[src/rtl/encode16_4_queue.sv]
// encode16_4_queue: captures active-low request lines into a pending set and
// presents them one at a time, lowest index first, over a valid/ready handshake.
// Ports:
//   clk        - clock, rising edge
//   reset_n    - asynchronous active-low reset
//   Y[0:15]    - request lines, Y[i]=0 requests index i
//   enable     - 1 blocks sampling of Y, 0 allows it
//   code       - binary index of the presented request
//   out_valid  - code is valid
//   out_ready  - consumer accepts code
//   pending    - captured, not-yet-accepted requests (active-high)
//   overrun    - sticky: a request arrived on an index that was already pending
module encode16_4_queue (
    input  logic          clk,
    input  logic          reset_n,
    input  logic [0:15]   Y,
    input  logic          enable,
    output logic [3:0]    code,
    output logic          out_valid,
    input  logic          out_ready,
    output logic [0:15]   pending,
    output logic          overrun
);

    localparam int unsigned N  = 16;
    localparam int unsigned CW = 4;

    typedef enum logic {
        IDLE    = 1'b0,
        PRESENT = 1'b1
    } state_e;

    state_e          state_q, state_d;
    logic [CW-1:0]   code_q, code_d;
    logic            out_valid_q, out_valid_d;
    logic [0:N-1]    pending_q, pending_d;
    logic            overrun_q, overrun_d;

    logic            accept_c;
    logic [0:N-1]    set_c;
    logic [0:N-1]    clr_c;
    logic [CW-1:0]   lowest_c;

    // Pending set update: new samples set, acceptance clears; set wins on a tie.
    always_comb begin
        set_c    = '0;
        clr_c    = '0;
        accept_c = (state_q == PRESENT) && out_ready;
        if (!enable) begin
            set_c = ~Y;
        end
        if (accept_c) begin
            clr_c[code_q] = 1'b1;
        end
        pending_d = set_c | (pending_q & ~clr_c);
        // Re-request of the index being accepted on this edge is not an overrun.
        overrun_d = overrun_q | (|(set_c & pending_q & ~clr_c));
    end

    // Lowest set index of the registered pending set.
    always_comb begin
        lowest_c = '0;
        for (int i = N - 1; i >= 0; i--) begin
            if (pending_q[i]) begin
                lowest_c = CW'(i);
            end
        end
    end

    // Presentation FSM: next state and registered outputs.
    always_comb begin
        state_d = state_q;
        code_d  = code_q;
        case (state_q)
            IDLE: begin
                if (|pending_q) begin
                    code_d  = lowest_c;
                    state_d = PRESENT;
                end
            end
            PRESENT: begin
                if (accept_c) begin
                    state_d = IDLE;
                end
            end
            default: state_d = IDLE;
        endcase
        out_valid_d = (state_d == PRESENT);
    end

    // State and output registers.
    always_ff @(posedge clk or negedge reset_n) begin
        if (!reset_n) begin
            state_q     <= IDLE;
            code_q      <= '0;
            out_valid_q <= 1'b0;
            pending_q   <= '0;
            overrun_q   <= 1'b0;
        end else begin
            state_q     <= state_d;
            code_q      <= code_d;
            out_valid_q <= out_valid_d;
            pending_q   <= pending_d;
            overrun_q   <= overrun_d;
        end
    end

    assign code      = code_q;
    assign out_valid = out_valid_q;
    assign pending   = pending_q;
    assign overrun   = overrun_q;

endmodule

[config.mk]
export PLATFORM = sky130hd
export DESIGN_NAME = encode16_4_queue
export DESIGN_NICKNAME = d
export VERILOG_FILES = /design/src/rtl/encode16_4_queue.sv
export SDC_FILE = /design/constraint.sdc
export NUM_CORES = 1
export LEC_CHECK = 0
export ABC_AREA = 1
export CAP_MARGIN = 30
export CORE_ASPECT_RATIO = 1.75
export CORE_UTILIZATION = 40
export CTS_CLUSTER_DIAMETER = 120
export DETAILED_ROUTE_END_ITERATION = 7
export HOLD_SLACK_MARGIN = 0.1
export PLACE_DENSITY_LB_ADDON = 0.12
export SLEW_MARGIN = 0
export SYNTH_ARGS = -nofsm -noshare
export SYNTH_HDL_FRONTEND = slang
export SYNTH_SLANG_ARGS = --single-unit
[constraint.sdc]
create_clock -name clk -period 1.4 [get_ports clk]
set_input_delay 0.35 -clock clk [delete_from_list [all_inputs] [get_ports clk]]
set_output_delay 0.35 -clock clk [all_outputs]
set_load 0.005 [all_outputs]
# [Word-level counts from Yosys, hierarchy flattened]
# Cells that the tools add are included.
[word_totals] register_bits=22 latch_bits=0 ramBits=0 mem_bits_ro=0 out_inout_bits=22 elab_cells=43 n_memories=0
[op_classes] n_addsub=0 n_mul=0 div_mod_pow=0 order_cmp=2 n_eq_ne=0 shifts=0 n_mux=23 bitwise_logic=9 reduce_logical=5
[ops] operator="two-way mux 4 bit" count=16
[ops] operator="bitwise AND 16 bit" count=3
[ops] operator="two-way mux 16 bit" count=2
[ops] operator="NOT 16 bit" count=2
[ops] operator="OR reduction 16 bit" count=2
[ops] operator="bitwise OR 16 bit" count=1
[ops] operator=">= comparator 5 bit, second input constant" count=1
[ops] operator="less-than comparator 5 x 1 -> 1 bit, second input constant" count=1
[ops] operator="NOT 4 -> 5 bit" count=1
[ops] operator="demux 1 bit (select 4 bit)" count=1
[ops] operator="two-way mux 1 bit" count=3
[ops] operator="logical AND 1 bit" count=2
[ops] operator="case mux 1 bit (2 select lines)" count=1
[ops] operator="AND reduction 2 bit" count=1
[ops] operator="NOT 1 bit" count=1
[ops] operator="bitwise OR 1 bit" count=1

# [Logic depth before layout (Yosys ltp)]
[logic_depth] depth_word=16 mapped_depth=17 mapped_depth_nobuf=17

# [Least setup slack after synthesis]
# No wires, ideal clock.
[synth_path] path_kind="flip-flop to flip-flop" from="register code_q[1], in the netlist code[1]" to="register overrun_q, in the netlist overrun" setup_ns=0.135 t_arrival_ns=1.215 slack_ns=0.049 stages_incl_launch_ff=8 path_buffers=0 cell_sequence="dfrtp_1 > nor2_1 > nand3_1 > nand2_1 > o21a_1 > o31ai_1 > nor3_1 > nand4_1"
[synth_via] elab_chain_cells=10 elab_cells_between_ends=11 cone_classes="2 x order compare; 3 x mux; 4 x bitwise; 2 x reduce/logical"
[synth_rtl] item="start: declaration" line_no="34" source="logic [CW-1:0] code_q, code_d;"
[synth_rtl] item="start signal: assignment" line_no="101" source="code_q <= code_d;"
[synth_rtl] item="NOT 4 -> 5 bit (implied by the code) *" line_no="53" source="clr_c[code_q] = 1'b1;"
[synth_rtl] item=">= comparator 5 bit (implied by the code) / less-than comparator 5 x 1 -> 1 bit (equally long branches)" line_no="53"
[synth_rtl] item="logical AND 1 bit (implied by the code)" line_no="53"
[synth_rtl] item="two-way mux 1 bit (implied by the code)" line_no="53"
[synth_rtl] item="demux 1 bit (select 4 bit) *" line_no="53"
[synth_rtl] item="two-way mux 16 bit *" line_no="52" source="if (accept_c) begin"
[synth_rtl] item="NOT 16 bit *" line_no="57" source="overrun_d = overrun_q | (|(set_c & pending_q & ~clr_c));"
[synth_rtl] item="bitwise AND 16 bit *" line_no="57"
[synth_rtl] item="OR reduction 16 bit *" line_no="57"
[synth_rtl] item="bitwise OR 1 bit *" line_no="57"
[synth_rtl] item="via overrun_d" line_no="37" source="logic overrun_q, overrun_d;"
[synth_rtl] item="end signal: assignment" line_no="104" source="overrun_q <= overrun_d;"
[synth_rtl] item="end: declaration" line_no="37"
# The timed path passes the listed nets; every way through them passes the cells marked *.
# A chain may end at the register's enable or synchronous reset.

==> metrics.md <==
| Metric | Value |
|---|---|
| Synth top cells by count | 52 x nand2_1, 22 x dfrtp_1, 20 x inv_1, 17 x nand3_1, 16 x o21ai_0 |
| Die Area | 0.003488 sq mm |
| Total Wirelength | 4.196 mm |
| Syn Std Cell Area | 0.001299 sq mm |
| CP max FO | 4 |
| Final setup vio count | 5 |
| Boundary pin count | 42 |
| Syn_nets | 198 |
| Die Width | 45.08 um |
| Starting Density | 41.79% |
| Number of remaining DRC errors | 0 |
| Port Buffers | 41 |
| Status | finished with violations |
| Dominant cells by area after synthesis | dfrtp_1 42%, nand2_1 15%, nand3_1 6.6% |
| Clock latency on the worst-skew pair | 0.27 ns |
| Antenna cells | 0 |
| Slew @ Worst Pin | 0.3398 ns |
| Final Critical Period | 1.553 ns |
| Sequential fraction of the synthesis area | 42.39% |
| Post-DRT Antenna Nets | 0 |
| Gpl congestion | 0.8429 |
| Crit share post-route | 110.9% |
| Final Core Density | 70.57% |
| Clock-pin slew on the worst setup and hold paths | 0.08 ns |
| TritonRoute pass-1 iters | 4 |
| Share of layout cells above drive strength 1 | 30.50% |
| Avg Cell Area, Syn | 7.296 sq um |
| Most used DFF post-synth | dfrtp_1 |
| Worst Path Required | 1.53 ns |
| Hold Path Class | input port to async pin |
| Final net count | 280 |
| Critical Path Sink Type | register |
| Max-slew violations | 0 |
| Syn. warnings | 0 |
| RSZ-0062 raised after global routing | true |
| Clock buffer depth | 2 |
| # rows | 27 |
| DR WL/cell | 13.89 um |
| Clock Skews | 0.004266 ns |
| Worst Setup Slack, final | -0.1533 ns |
| Final hold slack | 0.4244 ns |
| CTS tree | yes |
| Top cell type's share of synthesized area | 42.39% |
| Final hold violations | 0 |
| Vias | 1,544 |
| Asr flop ratio synth | 100.0% |
| Max-Cap Viols | 0 |
| Max_slew headroom | 77.17% |
| # H-tree levels | 1 |
| Critical Path AT | 1.68 ns |
| FF+latch count, synth | 22 |
| Initial antenna violation count | 0 |
| Failing checks | setup timing |
| Most frequent cell after synthesis | nand2_1 |
| Post-Syn Instances | 178 |
| R2R Setup Slk | -0.15 ns |
| F_max | 0.6438 GHz |
| Via/cell ratio | 5.113 |
| 1st-iter DRT viols | 36 |
| CTS buffer count | 3 |
| CTS sink count | 22 |
| Power per Cell Area | 1114 mW/mm^2 |
| RR Endpoint | overrun$_DFF_PN0_ |
| Clk root buf | clkbuf_8 |
| Post-DP HPWL | 2.924 mm |
| Synthesis-to-layout area growth | 68.88% |
| R2R depth | 8 |
| Pin count of the biggest net entering global routing | 28 |
| Netlist cell types | 24 |
| Core footprint | 0.003108 sq mm |
| Worst VDD drop | 0.6959 mV |
| CP Launch Type | register |
| Synth area leader | dfrtp_1 |
| Global-route wire length before repair | 6.865 mm |
| Vias in the first global route | 1,641 |
| Die Ht | 77.38 um |
| Post-synth EDFFs | 0 |
| Lkg Pwr | 1.064 nW |
| Worst r2r src | out_valid$_DFF_PN0_ |
| GR Util All Layers | 26.24% |
| GR Overflow Total | 0 |
| Crit path kind | register to register |
## placed cells by master (no fill, tap or decap), types with 2 or more instances in the layout
cell type	netlist	final
nor2_1	13	10
nand4_1	2	2
dfrtp_2	0	4
nor3_1	10	9
nor2_2	2	2
nand3_2	0	6
clkdlybuf4s50_1	0	17
nor2_4	0	3
a221oi_2	2	2
clkbuf_8	0	4
clkdlybuf4s15_1	0	3
or2_2	2	2
o31ai_1	2	2
or3_1	3	3
o21ai_0	16	15
nand2_1	52	47
dlygate4sd2_1	0	20
dfrtp_1	22	18
buf_6	0	5
nand3_1	17	11
buf_4	0	34
nand2_2	0	5
inv_4	1	3
nor3_4	2	3
inv_1	20	20
## per-stage QoR
stage               total power [W]  setup TNS, ns  cells  setup slack, ns  area (sq um)
global route               0.002588        -0.9816    302          -0.2323          2193
finish                     0.002443        -0.3373    302          -0.1533          2193
CTS                        0.002368        -0.3052    299         -0.08915          2126
detailed placement         0.001825         -2.701    283          -0.4741          1942
global placement           0.001801         -2.314    283          -0.4109          1942
floorplan                  0.001296              0    178          0.04939          1299
## area by class of cell
type	instances	area, sq um
repair buffers	80	706.9
multi-input cells	129	724.4
clock buffers	4	55.05
well taps	43	53.80
fillers	266	914.6
inverters	24	97.59
flip-flops and latches	22	555.5
## kinds of logic (layout without fill, tap and decap cells)
group	after synthesis	in the layout	share of synthesized area, %
AOI/OAI and AO/OA	23	23	11.27
buffers and inverters	27	108	8.189
DFF	22	22	42.39
and+or+nand+nor	106	106	38.15
## state kept, by name, indices dropped and copies added (netlist names)
signal     count
pending       16
overrun        1
out_valid      1
code           4
## timing repair
item                       in CTS  in global routing
hold buffers                    0                  0
setup endpoints to repair      26                 11
resized for setup              45                 16
buffers inserted               12                  3
pin swaps                       8                 11
## routing by layer
| layer | track usage, % | routed length (um) | up-vias |
|---|---|---|---|
| met5 | 0 | 0 | - |
| met4 | 16.67 | 216 | 0 |
| met3 | 4.186 | 208 | 21 |
| met2 | 45.80 | 2286 | 57 |
| met1 | 27.14 | 1485 | 726 |
| li1 | - | - | 740 |
## worst max path at each step
stage	from	end	slack, ns	cells past startpoint
floorplan	code[1]$_DFFE_PN0P_	overrun$_DFF_PN0_	0.05	7
global placement	out_ready	overrun$_DFF_PN0_	-0.41	9
detailed placement	out_ready	overrun$_DFF_PN0_	-0.47	9
CTS	pending[15]$_DFF_PN0_	code[0]$_DFFE_PN0P_	-0.09	8
global route	pending[15]$_DFF_PN0_	code[0]$_DFFE_PN0P_	-0.23	17
finish	out_valid$_DFF_PN0_	overrun$_DFF_PN0_	-0.15	8
## report_power, final
group          switching [W]  internal, W
Combinational       0.000560     0.000534
Clock               0.000223     0.000251
Sequential          0.000127     0.000748
Total               0.000910      0.00153
## critical path, stage by stage, from the launching register on
cell,delay [ns]
dfrtp_1,0.41
nand2_4,0.11
nor3_4,0.29
buf_4,0.16
nand2_1,0.04
nand2_1,0.07
o31ai_1,0.08
nor3_2,0.12
nand4_1,0.13
Power figures use the tool's default switching activity.
